[src/rtl/mem_arb_pkg.sv]
// Shared types for the IF/LS memory port arbiter.
package mem_arb_pkg;

    typedef enum logic [1:0] {S_IDLE, S_WAIT_GNT, S_WAIT_RSP} arb_state_t;

    typedef enum logic {OWN_IF, OWN_LS} owner_t;

    // Wide enough for any DW up to 512; users slice the low DW/8 bits.
    localparam logic [63:0] BE_FULL = '1;

endpackage

[src/rtl/arb_pick.sv]
// Combinational requester picker. Fixed LS priority by default; round-robin on
// last_owner when ARB_RR_EN is defined.
module arb_pick
    import mem_arb_pkg::*;
(
    input  logic if_req,
    input  logic ls_req,
    input  logic last_owner,
    output logic sel_valid,
    output logic sel_owner
);

`ifndef ARB_RR_EN
    logic unused_last_owner;
    assign unused_last_owner = last_owner;
`endif

    always_comb begin
        sel_valid = if_req | ls_req;
        sel_owner = ls_req ? OWN_LS : OWN_IF;
        if (if_req && ls_req) begin
`ifdef ARB_RR_EN
            sel_owner = (last_owner == OWN_LS) ? OWN_IF : OWN_LS;
`else
            sel_owner = OWN_LS;
`endif
        end
    end

endmodule

[src/rtl/mem_port_arbiter.sv]
// Shares one memory port between instruction fetch and load/store with at most
// one outstanding transaction. Define ARB_RR_EN for round-robin picking.
module mem_port_arbiter
    import mem_arb_pkg::*;
#(
    parameter int unsigned AW = 32,
    parameter int unsigned DW = 32
) (
    input  logic            clk,
    input  logic            rst_n,
    input  logic            if_req,
    input  logic [AW-1:0]   if_addr,
    output logic            if_gnt,
    output logic            if_rvalid,
    input  logic            ls_req,
    input  logic            ls_we,
    input  logic [DW/8-1:0] ls_be,
    input  logic [AW-1:0]   ls_addr,
    input  logic [DW-1:0]   ls_wdata,
    output logic            ls_gnt,
    output logic            ls_rvalid,
    output logic [DW-1:0]   rdata,
    output logic            mem_req,
    output logic            mem_we,
    output logic [DW/8-1:0] mem_be,
    output logic [AW-1:0]   mem_addr,
    output logic [DW-1:0]   mem_wdata,
    input  logic            mem_gnt,
    input  logic            mem_rvalid,
    input  logic [DW-1:0]   mem_rdata
);

    localparam int unsigned BW = DW / 8;

    arb_state_t      state_q, state_d;
    owner_t          owner_q, owner_d;
    owner_t          last_owner_q, last_owner_d;
    logic            we_q, we_d;
    logic [BW-1:0]   be_q, be_d;
    logic [AW-1:0]   addr_q, addr_d;
    logic [DW-1:0]   wdata_q, wdata_d;
    logic            sel_valid, sel_owner, load;

    arb_pick u_pick (
        .if_req     (if_req),
        .ls_req     (ls_req),
        .last_owner (last_owner_q),
        .sel_valid  (sel_valid),
        .sel_owner  (sel_owner)
    );

    always_comb begin
        state_d      = state_q;
        owner_d      = owner_q;
        last_owner_d = last_owner_q;
        we_d         = we_q;
        be_d         = be_q;
        addr_d       = addr_q;
        wdata_d      = wdata_q;
        load         = 1'b0;
        mem_req      = 1'b0;
        mem_we       = 1'b0;
        mem_be       = '0;
        mem_addr     = '0;
        mem_wdata    = '0;
        if_gnt       = 1'b0;
        ls_gnt       = 1'b0;
        if_rvalid    = 1'b0;
        ls_rvalid    = 1'b0;
        rdata        = '0;

        unique case (state_q)
            S_IDLE: load = sel_valid;
            S_WAIT_GNT: begin
                mem_req   = 1'b1;
                mem_we    = we_q;
                mem_be    = be_q;
                mem_addr  = addr_q;
                mem_wdata = wdata_q;
                if_gnt    = mem_gnt && (owner_q == OWN_IF);
                ls_gnt    = mem_gnt && (owner_q == OWN_LS);
                if (mem_gnt) begin
                    state_d      = S_WAIT_RSP;
                    last_owner_d = owner_q;
                end
            end
            S_WAIT_RSP: begin
                if (mem_rvalid) begin
                    if_rvalid = (owner_q == OWN_IF);
                    ls_rvalid = (owner_q == OWN_LS);
                    rdata     = mem_rdata;
                    // Back-to-back issue: the next pick happens on the response edge.
                    load      = sel_valid;
                    if (!sel_valid) state_d = S_IDLE;
                end
            end
            default: state_d = S_IDLE;
        endcase

        if (load) begin
            state_d = S_WAIT_GNT;
            owner_d = owner_t'(sel_owner);
            if (sel_owner == OWN_LS) begin
                we_d    = ls_we;
                be_d    = ls_be;
                addr_d  = ls_addr;
                wdata_d = ls_wdata;
            end else begin
                we_d    = 1'b0;
                be_d    = BE_FULL[BW-1:0];
                addr_d  = if_addr;
                wdata_d = '0;
            end
        end
    end

    always_ff @(posedge clk or negedge rst_n) begin
        if (!rst_n) begin
            state_q      <= S_IDLE;
            owner_q      <= OWN_IF;
            last_owner_q <= OWN_IF;
            we_q         <= 1'b0;
            be_q         <= '0;
            addr_q       <= '0;
            wdata_q      <= '0;
        end else begin
            state_q      <= state_d;
            owner_q      <= owner_d;
            last_owner_q <= last_owner_d;
            we_q         <= we_d;
            be_q         <= be_d;
            addr_q       <= addr_d;
            wdata_q      <= wdata_d;
        end
    end

    // Requesters must hold req and its fields stable until granted.
    if_hold: assert property (@(posedge clk) disable iff (!rst_n)
        (if_req && !if_gnt) |=> (if_req && $stable(if_addr)));

    ls_hold: assert property (@(posedge clk) disable iff (!rst_n)
        (ls_req && !ls_gnt) |=> (ls_req && $stable({ls_we, ls_be, ls_addr, ls_wdata})));

endmodule

[config.mk]
export PLATFORM = sky130hd
export DESIGN_NAME = mem_port_arbiter
export DESIGN_NICKNAME = d
export VERILOG_FILES = /design/src/rtl/mem_arb_pkg.sv /design/src/rtl/arb_pick.sv /design/src/rtl/mem_port_arbiter.sv
export SDC_FILE = /design/constraint.sdc
export NUM_CORES = 1
export LEC_CHECK = 0
export CAP_MARGIN = 10
export CORE_MARGIN = 2
export CORE_UTILIZATION = 39
export CTS_CLUSTER_SIZE = 24
export DETAILED_ROUTE_END_ITERATION = 16
export MAX_ROUTING_LAYER = met4
export PLACE_DENSITY = 0.86
export SKIP_CTS_REPAIR_TIMING = 1
export SLEW_MARGIN = 20
export SYNTH_ARGS = -nofsm -noshare
export SYNTH_HDL_FRONTEND = slang
export SYNTH_SLANG_ARGS = --single-unit
[constraint.sdc]
create_clock -name clk -period 3.1 [get_ports clk]
set_input_delay 0.93 -clock clk [delete_from_list [all_inputs] [get_ports clk]]
set_output_delay 0.93 -clock clk [all_outputs]
set_load 0.01 [all_outputs]
==> flow_metrics.tcl <==
set metrics [dict create \
    hold_viol 0 \
    post-route-util_pct 72.1 \
    syn2layout_area_growth_pct 78.9 \
    period_share_pct 98.4 \
    final_common_cell "clkdlybuf4s50_1" \
    initialDrtViolationCount 75 \
    crit_path_start_kind "primary input" \
    comb_power_share_pct 52.2 \
    sequentialPowerShare_pct 31.0 \
    drt_pre_antenna_iters 4 \
    max_cap_viol_count 0 \
    post-dp-hpwl_um 8330 \
    p_switching_mw 1.63 \
    clockBufferDepth 2 \
    cp-startpoint "mem_rvalid" \
    fill_cells 663 \
    timing.fmax_mhz 328 \
    worstSetupPathDepth 7 \
    rrSetupSlack_ps 1430 \
    period_minus_slack_ps 3050 \
    p_per_area_mw_per_mm2 771 \
    synth_cells 318 \
    p_leak_nw 3.19 \
    syn-num-nets 457 \
    slowest_stage "clkdlybuf4s50_1" \
    cp-endpoint "rdata[13]" \
    design.die.area_mm2 0.0104 \
    route.antenna.remaining_nets 0 \
    yosysTopAreaCell "dfrtp_1" \
    clock_sinks 72 \
    grt_pass1_vias 3273 \
    numCtsBuffers 9 \
    rr_startpoint "state_q[1]" \
    clk_pin_slew_worst_paths_ps 70 \
    min_path_type "reg2reg" \
    gp_congestion 0.754 \
    fin_nets 702 \
    syn_area_mm2 0.00374 \
    grt_max_degree 73 \
    mostFrequentLayoutCells "clkdlybuf4s50_1, and2_1, dfrtp_1, mux2_2, a22o_1" \
    p_int_mw 3.53 \
    cts_tree "built" \
    worstPathRequired_ps 2170 \
    ys_seq_area_share_pct 48.1 \
    postPlaceCellArea_mm2 0.00632 \
    peakVddDrop_mv 0.503 \
    drc 0 \
    design_area_mm2 0.00670 \
    wl_um 11400 \
    synth_cell_types 23 \
    grtUsageTotal_pct 20.7 \
    die_w_um 102 \
    tightest_slew_ps 875 \
    grt_setup_unrepaired "no" \
    path_buf_inv 5 \
    dp_cells 675 \
    slowest_delay_ps 530 \
    clk_root_buffer_cell "clkbuf_8" \
    fp.dieH_um 102 \
    diodes 0 \
    p_sw_share_pct 31.6 \
    antenna_found_initial 0 \
    initial_utilization_pct 40.3 \
    arrival_ps 2120 \
    cp-end-kind "primary output" \
    instances_no_fill 697 \
    std_cell_rows 35 \
    clk_latency_ps 330 \
    setup.worst_path.class "in2out" \
    final_max_slew_viol_count 0 \
    grt_first_pass_wirelength_um 16300 \
    avgViaCountPerCell 4.69 \
    portBuffers 244 \
    path_max_fanout 7 \
    clock_skew_ps 11.4 \
    ys_seq_elements 72 \
    setup-violations-final 0 \
    io_pins 245 \
    drive_above_1_share_pct 18.7 \
    reg2reg_depth 4 \
    synth_area_leaders "dfrtp_1, mux2_2, and2_1" \
    clockPowerShare_pct 16.8 \
    grt-ovfl-total 0 \
    path_cells "dlymetal6s2s_1, inv_2, nor2_4, buf_8, buf_6, and2_1, clkdlybuf4s50_1" \
    syn_avg_cell_area_um2 11.8 \
    path_delay_family "buffers and inverters" \
    htree_levels 3 \
    status "complete, no violations" \
    core_mm2 0.00928 \
    maxSlewHeadroom_pct 41.7 \
    wl_per_cell_um 16.3 \
    r2r_end "wdata_q[22]" \
    synth_top_area_share_pct 48.1 \
    ys_warn_count 0 \
    vias 3272 \
]
-- state kept, by name (all words and copies together) (netlist names) --
name     cells
be_q         4
state_q      2
wdata_q     32
addr_q      32
owner_q      1
we_q         1
-- how the worst min path moves through the flow --
stage / slack [ps] / start / cells after the start / end
3_3_place_gp: 480 / addr_q[13] / 1 / addr_q[13]
5_1_grt: 510 / wdata_q[11] / 1 / wdata_q[11]
4_1_cts: 500 / addr_q[15] / 1 / addr_q[15]
2_1_floorplan: 460 / wdata_q[10] / 1 / wdata_q[10]
6_report: 500 / addr_q[7] / 1 / addr_q[7]
3_5_place_dp: 480 / wdata_q[4] / 1 / wdata_q[4]
-- synth_stat cells --
| cell type | n |
|---|---|
| nor3b_2 | 1 |
| mux2_2 | 64 |
| nor2b_4 | 1 |
| or3b_2 | 1 |
| a21o_1 | 1 |
| clkbuf_1 | 14 |
| or3_1 | 1 |
| nor2b_1 | 1 |
| nor2_1 | 3 |
| buf_2 | 4 |
| o22a_1 | 4 |
| and2_1 | 102 |
| nor3_1 | 1 |
| nand2_1 | 2 |
| and3_1 | 1 |
| buf_6 | 3 |
| buf_4 | 4 |
| o21ai_0 | 1 |
| nand2b_1 | 2 |
| a22o_1 | 33 |
| dfrtp_1 | 72 |
| inv_1 | 1 |
| nor3_4 | 1 |
-- per-layer routing --
layer | routed length (um) | vias up | global-route usage, % | part of all wire [%]
met5 | 0 | - | - | 0
met4 | 95 | 0 | 6.46 | 0.83
met3 | 792 | 9 | 3.76 | 7.0
met2 | 5600 | 145 | 33.8 | 49
met1 | 4900 | 1541 | 26.4 | 43
li1 | - | 1577 | - | -
-- kinds of logic (layout without fill, tap and decap cells) --
family / Yosys count / count (layout) / synth area share [%]
AO/OA/AOI/OAI: 39 / 39 / 8.99
AND/OR/NAND/NOR: 117 / 117 / 19.9
flip-flops: 72 / 72 / 48.1
buffers and inverters: 26 / 276 / 3.74
multiplexers: 64 / 64 / 19.3
-- metrics by stage --
stage               setup slack [ps]  hold WS (ps)  TNS, ps  power, mW
detailed placement              -430           484   -13250       4.29
floorplan                        603           464        0       2.96
global route                    11.6           513        0       5.47
global placement                -393           480   -11880       4.20
finish                          50.3           498        0       5.16
CTS                             -438           504   -13470       5.17
-- cell type report --
| class | count | area (um^2) | area share, % |
|---|---|---|---|
| Clock buffer | 10 | 128 | 1.91 |
| Sequential cell | 72 | 1800 | 26.9 |
| Tap cell | 129 | 161 | 2.41 |
| Multi-Input combinational cell | 220 | 1830 | 27.3 |
| Inverter | 1 | 3.75 | 0.0561 |
| Timing Repair Buffer | 259 | 2670 | 39.8 |
| Clock inverter | 6 | 108 | 1.61 |
-- power by group through the flow --
stage / registers (mW) / clock network (mW) / logic, mW
after detailed placement: 1.60 / 0 / 2.68
after CTS: 1.60 / 0.883 / 2.68
final: 1.60 / 0.867 / 2.69
after floorplan: 1.53 / 0 / 1.43
after global routing: 1.66 / 0.923 / 2.89
after global placement: 1.59 / 0 / 2.61
Note: power is estimated with default switching activity, not from simulation.
